[src/rtl/countdown_timer_pkg.sv]
// countdown_pkg: shared state type, digit limits and field indices for the MM:SS countdown timer
package countdown_pkg;
  typedef enum logic [1:0] {IDLE, RUN, PAUSE, DONE} state_t;
  localparam logic [3:0] SEC_TENS_MAX = 4'd5;
  localparam logic [3:0] DIGIT_MAX = 4'd9;
  localparam int SEC_ONES = 0;
  localparam int SEC_TENS = 1;
  localparam int MIN_ONES = 2;
  localparam int MIN_TENS = 3;
  function automatic logic bcd_legal(logic [15:0] v);
    return v[4*MIN_TENS+:4] <= DIGIT_MAX && v[4*MIN_ONES+:4] <= DIGIT_MAX &&
           v[4*SEC_TENS+:4] <= SEC_TENS_MAX && v[4*SEC_ONES+:4] <= DIGIT_MAX;
  endfunction
endpackage

[src/rtl/countdown_timer_if.sv]
// countdown_timer_if: control inputs and MM:SS status outputs of the countdown timer
interface countdown_timer_if;
  logic tick;
  logic load;
  logic [15:0] load_val;
  logic start;
  logic pause;
  logic [15:0] digits;
  logic running;
  logic done;
  logic load_err;
  modport master (output tick, load, load_val, start, pause, input digits, running, done, load_err);
  modport slave (input tick, load, load_val, start, pause, output digits, running, done, load_err);
endinterface

[src/rtl/countdown_timer_digit.sv]
// bcd_down_digit: one BCD down-counting digit that wraps 0 to MAX and flags a borrow
module bcd_down_digit #(
  parameter logic [3:0] MAX = 4'd9
) (
  input  logic       clk,
  input  logic       rst_n,
  input  logic       en,
  input  logic       ld,
  input  logic [3:0] ld_val,
  output logic [3:0] q,
  output logic       borrow
);
  assign borrow = en && q == 4'd0;
  always_ff @(posedge clk)
    if (!rst_n) q <= 4'd0;
    else if (ld) q <= ld_val;
    else if (en) q <= q == 4'd0 ? MAX : q - 4'd1;
endmodule

[src/rtl/countdown_timer.sv]
// countdown_timer: MM:SS BCD countdown with load validation and an IDLE/RUN/PAUSE/DONE controller
module countdown_timer
  import countdown_pkg::*;
(
  input  logic clk,
  input  logic rst_n,
  countdown_timer_if.slave bus
);
  state_t state, nxt;
  logic [15:0] cnt;
  logic [3:0] en, br;
  logic ok, ld, tick_en, expire, done_q, err_q;
  assign ok = bcd_legal(bus.load_val);
  assign ld = bus.load && ok;
  assign tick_en = bus.tick && state == RUN && !bus.load;
  assign expire = tick_en && cnt == 16'h0001;
  assign en = {br[2:0], tick_en};
  for (genvar g = 0; g < 4; g++) begin : g_dig
    bcd_down_digit #(.MAX(g == SEC_TENS ? SEC_TENS_MAX : DIGIT_MAX)) u_dig (
      .clk(clk), .rst_n(rst_n), .en(en[g]), .ld(ld), .ld_val(bus.load_val[4*g+:4]),
      .q(cnt[4*g+:4]), .borrow(br[g])
    );
  end
  // start outranks pause even when start itself is ignored; reaching 00:00 beats a coincident pause
  always_comb begin
    nxt = state;
    if (bus.load) nxt = ok ? IDLE : state;
    else begin
      nxt = bus.start ? (state == IDLE && |cnt ? RUN : state) :
            bus.pause ? (state == RUN ? PAUSE : state == PAUSE ? RUN : state) : state;
      if (expire) nxt = DONE;
    end
  end
  always_ff @(posedge clk)
    if (!rst_n) begin
      state <= IDLE;
      done_q <= 1'b0;
      err_q <= 1'b0;
    end else begin
      state <= nxt;
      done_q <= expire;
      err_q <= bus.load && !ok;
    end
  assign bus.digits = cnt;
  assign bus.running = state == RUN;
  assign bus.done = done_q;
  assign bus.load_err = err_q;
endmodule

[src/flat_wrapper.sv]
// flat-port wrapper written by rule: the top's interface ports become plain ports
module countdown_timer_flat import countdown_pkg::*;
  (clk, rst_n, bus_tick, bus_load, bus_load_val, bus_start, bus_pause, bus_digits, bus_running, bus_done, bus_load_err);
  countdown_timer_if bus_i ();
  input  logic clk;
  input  logic rst_n;
  input wire logic [$bits(bus_i.tick)-1:0] bus_tick;
  input wire logic [$bits(bus_i.load)-1:0] bus_load;
  input wire logic [$bits(bus_i.load_val)-1:0] bus_load_val;
  input wire logic [$bits(bus_i.start)-1:0] bus_start;
  input wire logic [$bits(bus_i.pause)-1:0] bus_pause;
  output wire logic [$bits(bus_i.digits)-1:0] bus_digits;
  output wire logic [$bits(bus_i.running)-1:0] bus_running;
  output wire logic [$bits(bus_i.done)-1:0] bus_done;
  output wire logic [$bits(bus_i.load_err)-1:0] bus_load_err;
  assign bus_i.tick = bus_tick;
  assign bus_i.load = bus_load;
  assign bus_i.load_val = bus_load_val;
  assign bus_i.start = bus_start;
  assign bus_i.pause = bus_pause;
  assign bus_digits = bus_i.digits;
  assign bus_running = bus_i.running;
  assign bus_done = bus_i.done;
  assign bus_load_err = bus_i.load_err;
  countdown_timer u_core (.clk(clk), .rst_n(rst_n), .bus(bus_i));
endmodule
[config.mk]
export PLATFORM = sky130hd
export DESIGN_NAME = countdown_timer_flat
export DESIGN_NICKNAME = d
export VERILOG_FILES = /design/src/rtl/countdown_timer_pkg.sv /design/src/rtl/countdown_timer_if.sv /design/src/rtl/countdown_timer_digit.sv /design/src/rtl/countdown_timer.sv /design/src/flat_wrapper.sv
export SDC_FILE = /design/constraint.sdc
export NUM_CORES = 1
export LEC_CHECK = 0
export BUFFER_PORTS_ARGS = -buffer_cell sky130_fd_sc_hd__buf_4
export CAP_MARGIN = 40
export CORE_ASPECT_RATIO = 0.75
export CORE_MARGIN = 4
export CORE_UTILIZATION = 44
export DETAILED_ROUTE_END_ITERATION = 6
export PLACE_DENSITY = 0.73
export SLEW_MARGIN = 20
export SYNTH_ARGS = -nofsm -noshare
export SYNTH_HDL_FRONTEND = slang
export SYNTH_SLANG_ARGS = --single-unit
[constraint.sdc]
create_clock -name clk -period 2.05 [get_ports clk]
set_clock_uncertainty 0.15 [all_clocks]
set_input_delay 0.3075 -clock clk [delete_from_list [all_inputs] [get_ports clk]]
set_output_delay 0.3075 -clock clk [all_outputs]
set_load 0.005 [all_outputs]
; ---- Word level (Yosys, flattened, before mapping)
; Index checks and enable logic that the tools add are counted.
[totals]
inputBits = 22
ff_bits = 20
out_inout_bits = 19
[classes]
order_cmp = 4
n_addsub = 4
n_eq_ne = 5
n_reduce_logical = 27
mux = 20
[op_table]
columns = op, n
row1 = $mux 4, 12
row2 = $eq 16x1->1 const B, 1
row3 = $logic_not 4->1, 4
row4 = $mux 2, 8
row5 = $reduce_or 16->1, 1
row6 = $sub 4x1->4 const B, 4
row7 = $le 4x4->1 const B, 3
row8 = $logic_and 1x1->1, 12
row9 = $reduce_bool 2->1, 4
row10 = $reduce_bool 5->1, 1
row11 = $le 4x3->1 const B, 1
row12 = $ne 4x2->1 const B, 1
row13 = $reduce_and 4->1, 1
row14 = $reduce_bool 4->1, 1
row15 = $eq 2x1->1 const B, 1
row16 = $eq 2x2->1 const B, 1
row17 = $logic_not 1->1, 2
row18 = $logic_not 2->1, 1
row19 = $ne 2x1->1 const B, 1

; ---- Longest topological paths before layout
[logic_depth]
word_depth = 8
ltp_mapped = 6
depth_no_buf = 4

; ---- By module
; Synthesis repeated with hierarchy kept, for this count alone.
[hier_totals]
hier_cells = 130
hier_area_um2 = 1128.6
[by_module_without_submodules]
columns = mod, area_per_inst_um2, instances, cells_each
row1 = bcd_down_digit (u_core.g_dig[0].u_dig ...), 210.2, 3, 23
row2 = countdown_timer, 306.5, 1, 39
row3 = bcd_down_digit (u_core.g_dig[1].u_dig), 191.4, 1, 22

; ---- Worst setup path after synthesis
; No wires, ideal clock.
[synth_timing]
kind = reg2reg
start = register u_core.g_dig[0].u_dig.q[0]
end = register u_core.g_dig[1].u_dig.q[1]
slack_ns = 0.121
arrival_ns = 1.705
period_less_slack_ns = 1.929
setup_time_ns = 0.074
stages_incl_launch_ff = 5
required_time_ns = 1.826
cell_sequence = dfxtp_1 or4b_1 or3_1 or3_1 a31oi_1
[synth_between]
elab_chain_cells = 3
[synth_lines]
columns = item, line
row1 = "start, declared", countdown_timer_digit.sv:10  ; output logic [3:0] q,
row2 = "start signal, assigned", countdown_timer_digit.sv:16  ; else if (ld) q <= ld_val;
row3 = "start signal, assigned", countdown_timer_digit.sv:17  ; else if (en) q <= q == 4'd0 ? MAX : q - 4'd1;
row4 = $logic_not 4->1, countdown_timer_digit.sv:13  ; assign borrow = en && q == 4'd0;
row5 = $logic_and 1x1->1, countdown_timer_digit.sv:13
row6 = $reduce_bool 2->1 (no line), n/a
row7 = "end signal, assigned", countdown_timer_digit.sv:16
row8 = "end signal, assigned", countdown_timer_digit.sv:17
row9 = "end, declared", countdown_timer_digit.sv:10
; Every way passes these cells.
; A chain may end at the register's enable or synchronous reset.

; ---- Worst setup path after layout
; Ends and elaborated chain as after synthesis.

==> metrics.csv <==
metric;value;unit
intPower;0.588;mW
ys_ff_latch;20;
fp.coreArea;0.00242;sq mm
switching_share;30.3;%
post-place-ws;61.8;ps
drv_slew;0;
ys_async_sr_fraction;0;%
r2r_end;u_core.g_dig[1].u_dig.q[1];
path_class;flop to flop;
drt_first_iter_violations;80;
avgRoutedWirePerCell;17.2;um
fin_util;68.2;%
grt_first_pass_wirelength;6220;um
p_per_area;511;mW/mm^2
finalHoldViolations;0;
port_buffers;40;
dpl.cell_count;224;
antenna_cells;0;
num_rows;15;
rrSetupSlack;-10;ps
cp.arrival;2150;ps
synthMuxAreaShare;1.70;%
grt_max_degree;20;
dp_hpwl;2990;um
dieArea;0.00358;sq mm
combPwrFrac;27.1;%
antenna_found_initial;0;
root_buffer;clkbuf_4;
route.met3.wl;370;um
path_max_fanout;4;
clkPwrFrac;22.6;%
timing.final.crit_period;2060;ps
clk_pin_slew;110;ps
met1_length;1710;um
cts_inserted_buffers;3;
drive_above_1_share;35.8;%
rsz0062_at_grt;yes;
setup_viol;1;
ys_seq_area_share;34.0;%
grt_pass1_vias;1322;
via_count;1383;
ys_types;43;
startpoint;u_core.g_dig[0].u_dig.q[0];
status;finished with violations;
h-tree-depth;1;
nets;217;
reg2reg_depth;4;
top_layer_used;met4;
worstSetupEndpointType;flop;
synth_simple_gate_area_share;32.6;%
wl_met2;1800;um
synth-xor-area-share;0.743;%
cts_buffer_depth;2;
track_usage;23.6;%
synth_adder_area_share;0;%
fmax;484;MHz
synthesis.area;0.00118;sq mm
ant_nets;0;
routed_wl;3900;um
stdcell_count;227;
hp-class;input port to flop;
period_share;101;%
hold_path_depth;2;
holdWs;132;ps
drc;0;
gp_congestion;0.889;
cp.required;2140;ps
yosys_warnings;0;
fp.dieW;67.8;um
die_h;52.8;um
syn2layout_area_growth;40.0;%
p_leak;0.671;nW
maxCapViolations;0;
synth_top_family_by_area;simple AND/OR/NAND/NOR gates;
power_frac_seq;50.3;%
crit_path_end;u_core.g_dig[1].u_dig.q[1];
synth_enable_flop_cells;0;
synth_flop_cell;dfxtp_1;
ios;41;
p_sw;0.255;mW
fillCellCount;222;
clock_latency;300;ps
firstDrtPassIters;4;
cts_tree;done;
clock_sinks;20;
relSlewSlack;69.8;%
syn-num-nets;163;
reg2reg_from;u_core.g_dig[0].u_dig.q[0];
avgSynthCellArea;8.36;sq um
dpl_cell_area;0.00162;sq mm
violations;negative setup slack;
finalWorstSetupSlack;-14.8;ps
synth_compound_area_share;25.9;%
via_per_inst;6.09;
grt.overflow.total;0;
start_util;48.7;%
synth_cells;141;
fin_area;0.00165;sq mm
ctsHoldBuffers;0;
critPathLaunchType;flop;
vdd_drop_max;0.407;mV
tightest_slew;450;ps
[registers in the layout (all words and copies together) (netlist names)]
signal and count:
u_core.g_dig.u_dig.q 16, u_core.state 2, u_core.bus.load_err 1, u_core.bus.done 1
[cell usage after synthesis (2+ instances only)]
cell / n / area share, %
dfxtp_1: 20 / 34
nand2_1: 8 / 2.5
a32oi_1: 2 / 1.5
nor2_1: 4 / 1.3
o21a_1: 2 / 1.3
nor2b_1: 3 / 1.6
nor4_1: 4 / 2.1
a311oi_1: 6 / 4.5
or4b_1: 2 / 1.7
clkbuf_1: 7 / 2.2
nand3_1: 4 / 1.7
nor4b_2: 2 / 2.5
inv_1: 5 / 1.6
or3_1: 3 / 1.6
o31ai_1: 5 / 3.2
nand4_1: 2 / 1.1
a21oi_1: 6 / 2.5
o21ai_0: 8 / 3.4
nor3_1: 11 / 4.7
mux2i_1: 2 / 1.7
and4_1: 2 / 1.5
nand2b_1: 3 / 1.6
o211ai_1: 5 / 3.2
or4_1: 2 / 1.3
a31oi_1: 4 / 2.1
and4b_1: 2 / 1.7
[stage by stage]
stage	setup TNS (ps)	power, mW
after global routing	-140	0.893
after detailed placement	0	0.655
after global placement	0	0.649
after CTS	0	0.843
final	-14.8	0.843
after floorplan	0	0.537
[cells in the final DEF, fill, tap and decap left out, types with 4 or more instances in the layout]
master and n:
buf_4 58, nor2_1 4, nand3_1 4, a31oi_1 4, o31ai_1 5, dfxtp_1 18, nor3_1 11, inv_1 5
o211ai_1 5, nand2_1 8, a311oi_1 6, a21oi_1 6, o21ai_0 8
[power by group through the flow]
stage / Sequential (mW) / Clock, mW / Combinational [mW]
global route: 0.427 / 0.217 / 0.249
floorplan: 0.432 / 0 / 0.105
detailed placement: 0.431 / 0 / 0.223
CTS: 0.422 / 0.195 / 0.225
global placement: 0.431 / 0 / 0.218
finish: 0.424 / 0.190 / 0.229
[routing by layer]
| layer | vias up | track usage [%] |
|---|---|---|
| met2 | 69 | 37.5 |
| li1 | 666 | - |
| met1 | 646 | 32.6 |
| met4 | 0 | 4.38 |
| met5 | - | 0 |
| met3 | 2 | 5.15 |
[worst min-delay path by stage]
| stage | startpoint | end | slack [ps] |
|---|---|---|---|
| 3_5_place_dp | u_core.g_dig[1].u_dig.q[1] | u_core.g_dig[1].u_dig.q[1] | 380 |
| 6_report | rst_n | u_core.state[1] | 130 |
| 4_1_cts | rst_n | u_core.state[1] | 130 |
| 3_3_place_gp | u_core.g_dig[1].u_dig.q[1] | u_core.g_dig[1].u_dig.q[1] | 370 |
| 2_1_floorplan | bus_load_val[0] | u_core.g_dig[0].u_dig.q[0] | 330 |
| 5_1_grt | rst_n | u_core.state[1] | 120 |
[cell families after synthesis]
| family | count (synthesis) |
|---|---|
| AOI/OAI and AO/OA | 44 |
| DFF | 20 |
| buffers and inverters | 14 |
| muxes | 2 |
| and+or+nand+nor | 60 |
| xor gates and xnor gates | 1 |
[critical path: stages (launching register included)]
cell     delay, ps
dfxtp_1        360
or4b_1         590
or3_1          420
or3_1          320
a31oi_1        160
[timing repair]
item | in CTS | in global routing
gates resized for setup | 0 | 4
endpoints found under the setup margin | 0 | 5
setup buffers | 0 | 0
[final cells by class]
| cell class | instances | area [sq um] | share of cell area [%] |
|---|---|---|---|
| tap | 34 | 42.5 | 2.58 |
| sequential | 20 | 403 | 24.4 |
| multi-input combinational | 107 | 728 | 44.1 |
| clock buffer | 3 | 22.5 | 1.36 |
| timing repair buffer | 58 | 435 | 26.4 |
| inverter | 5 | 18.8 | 1.14 |
Power figures use the tool's default switching activity.
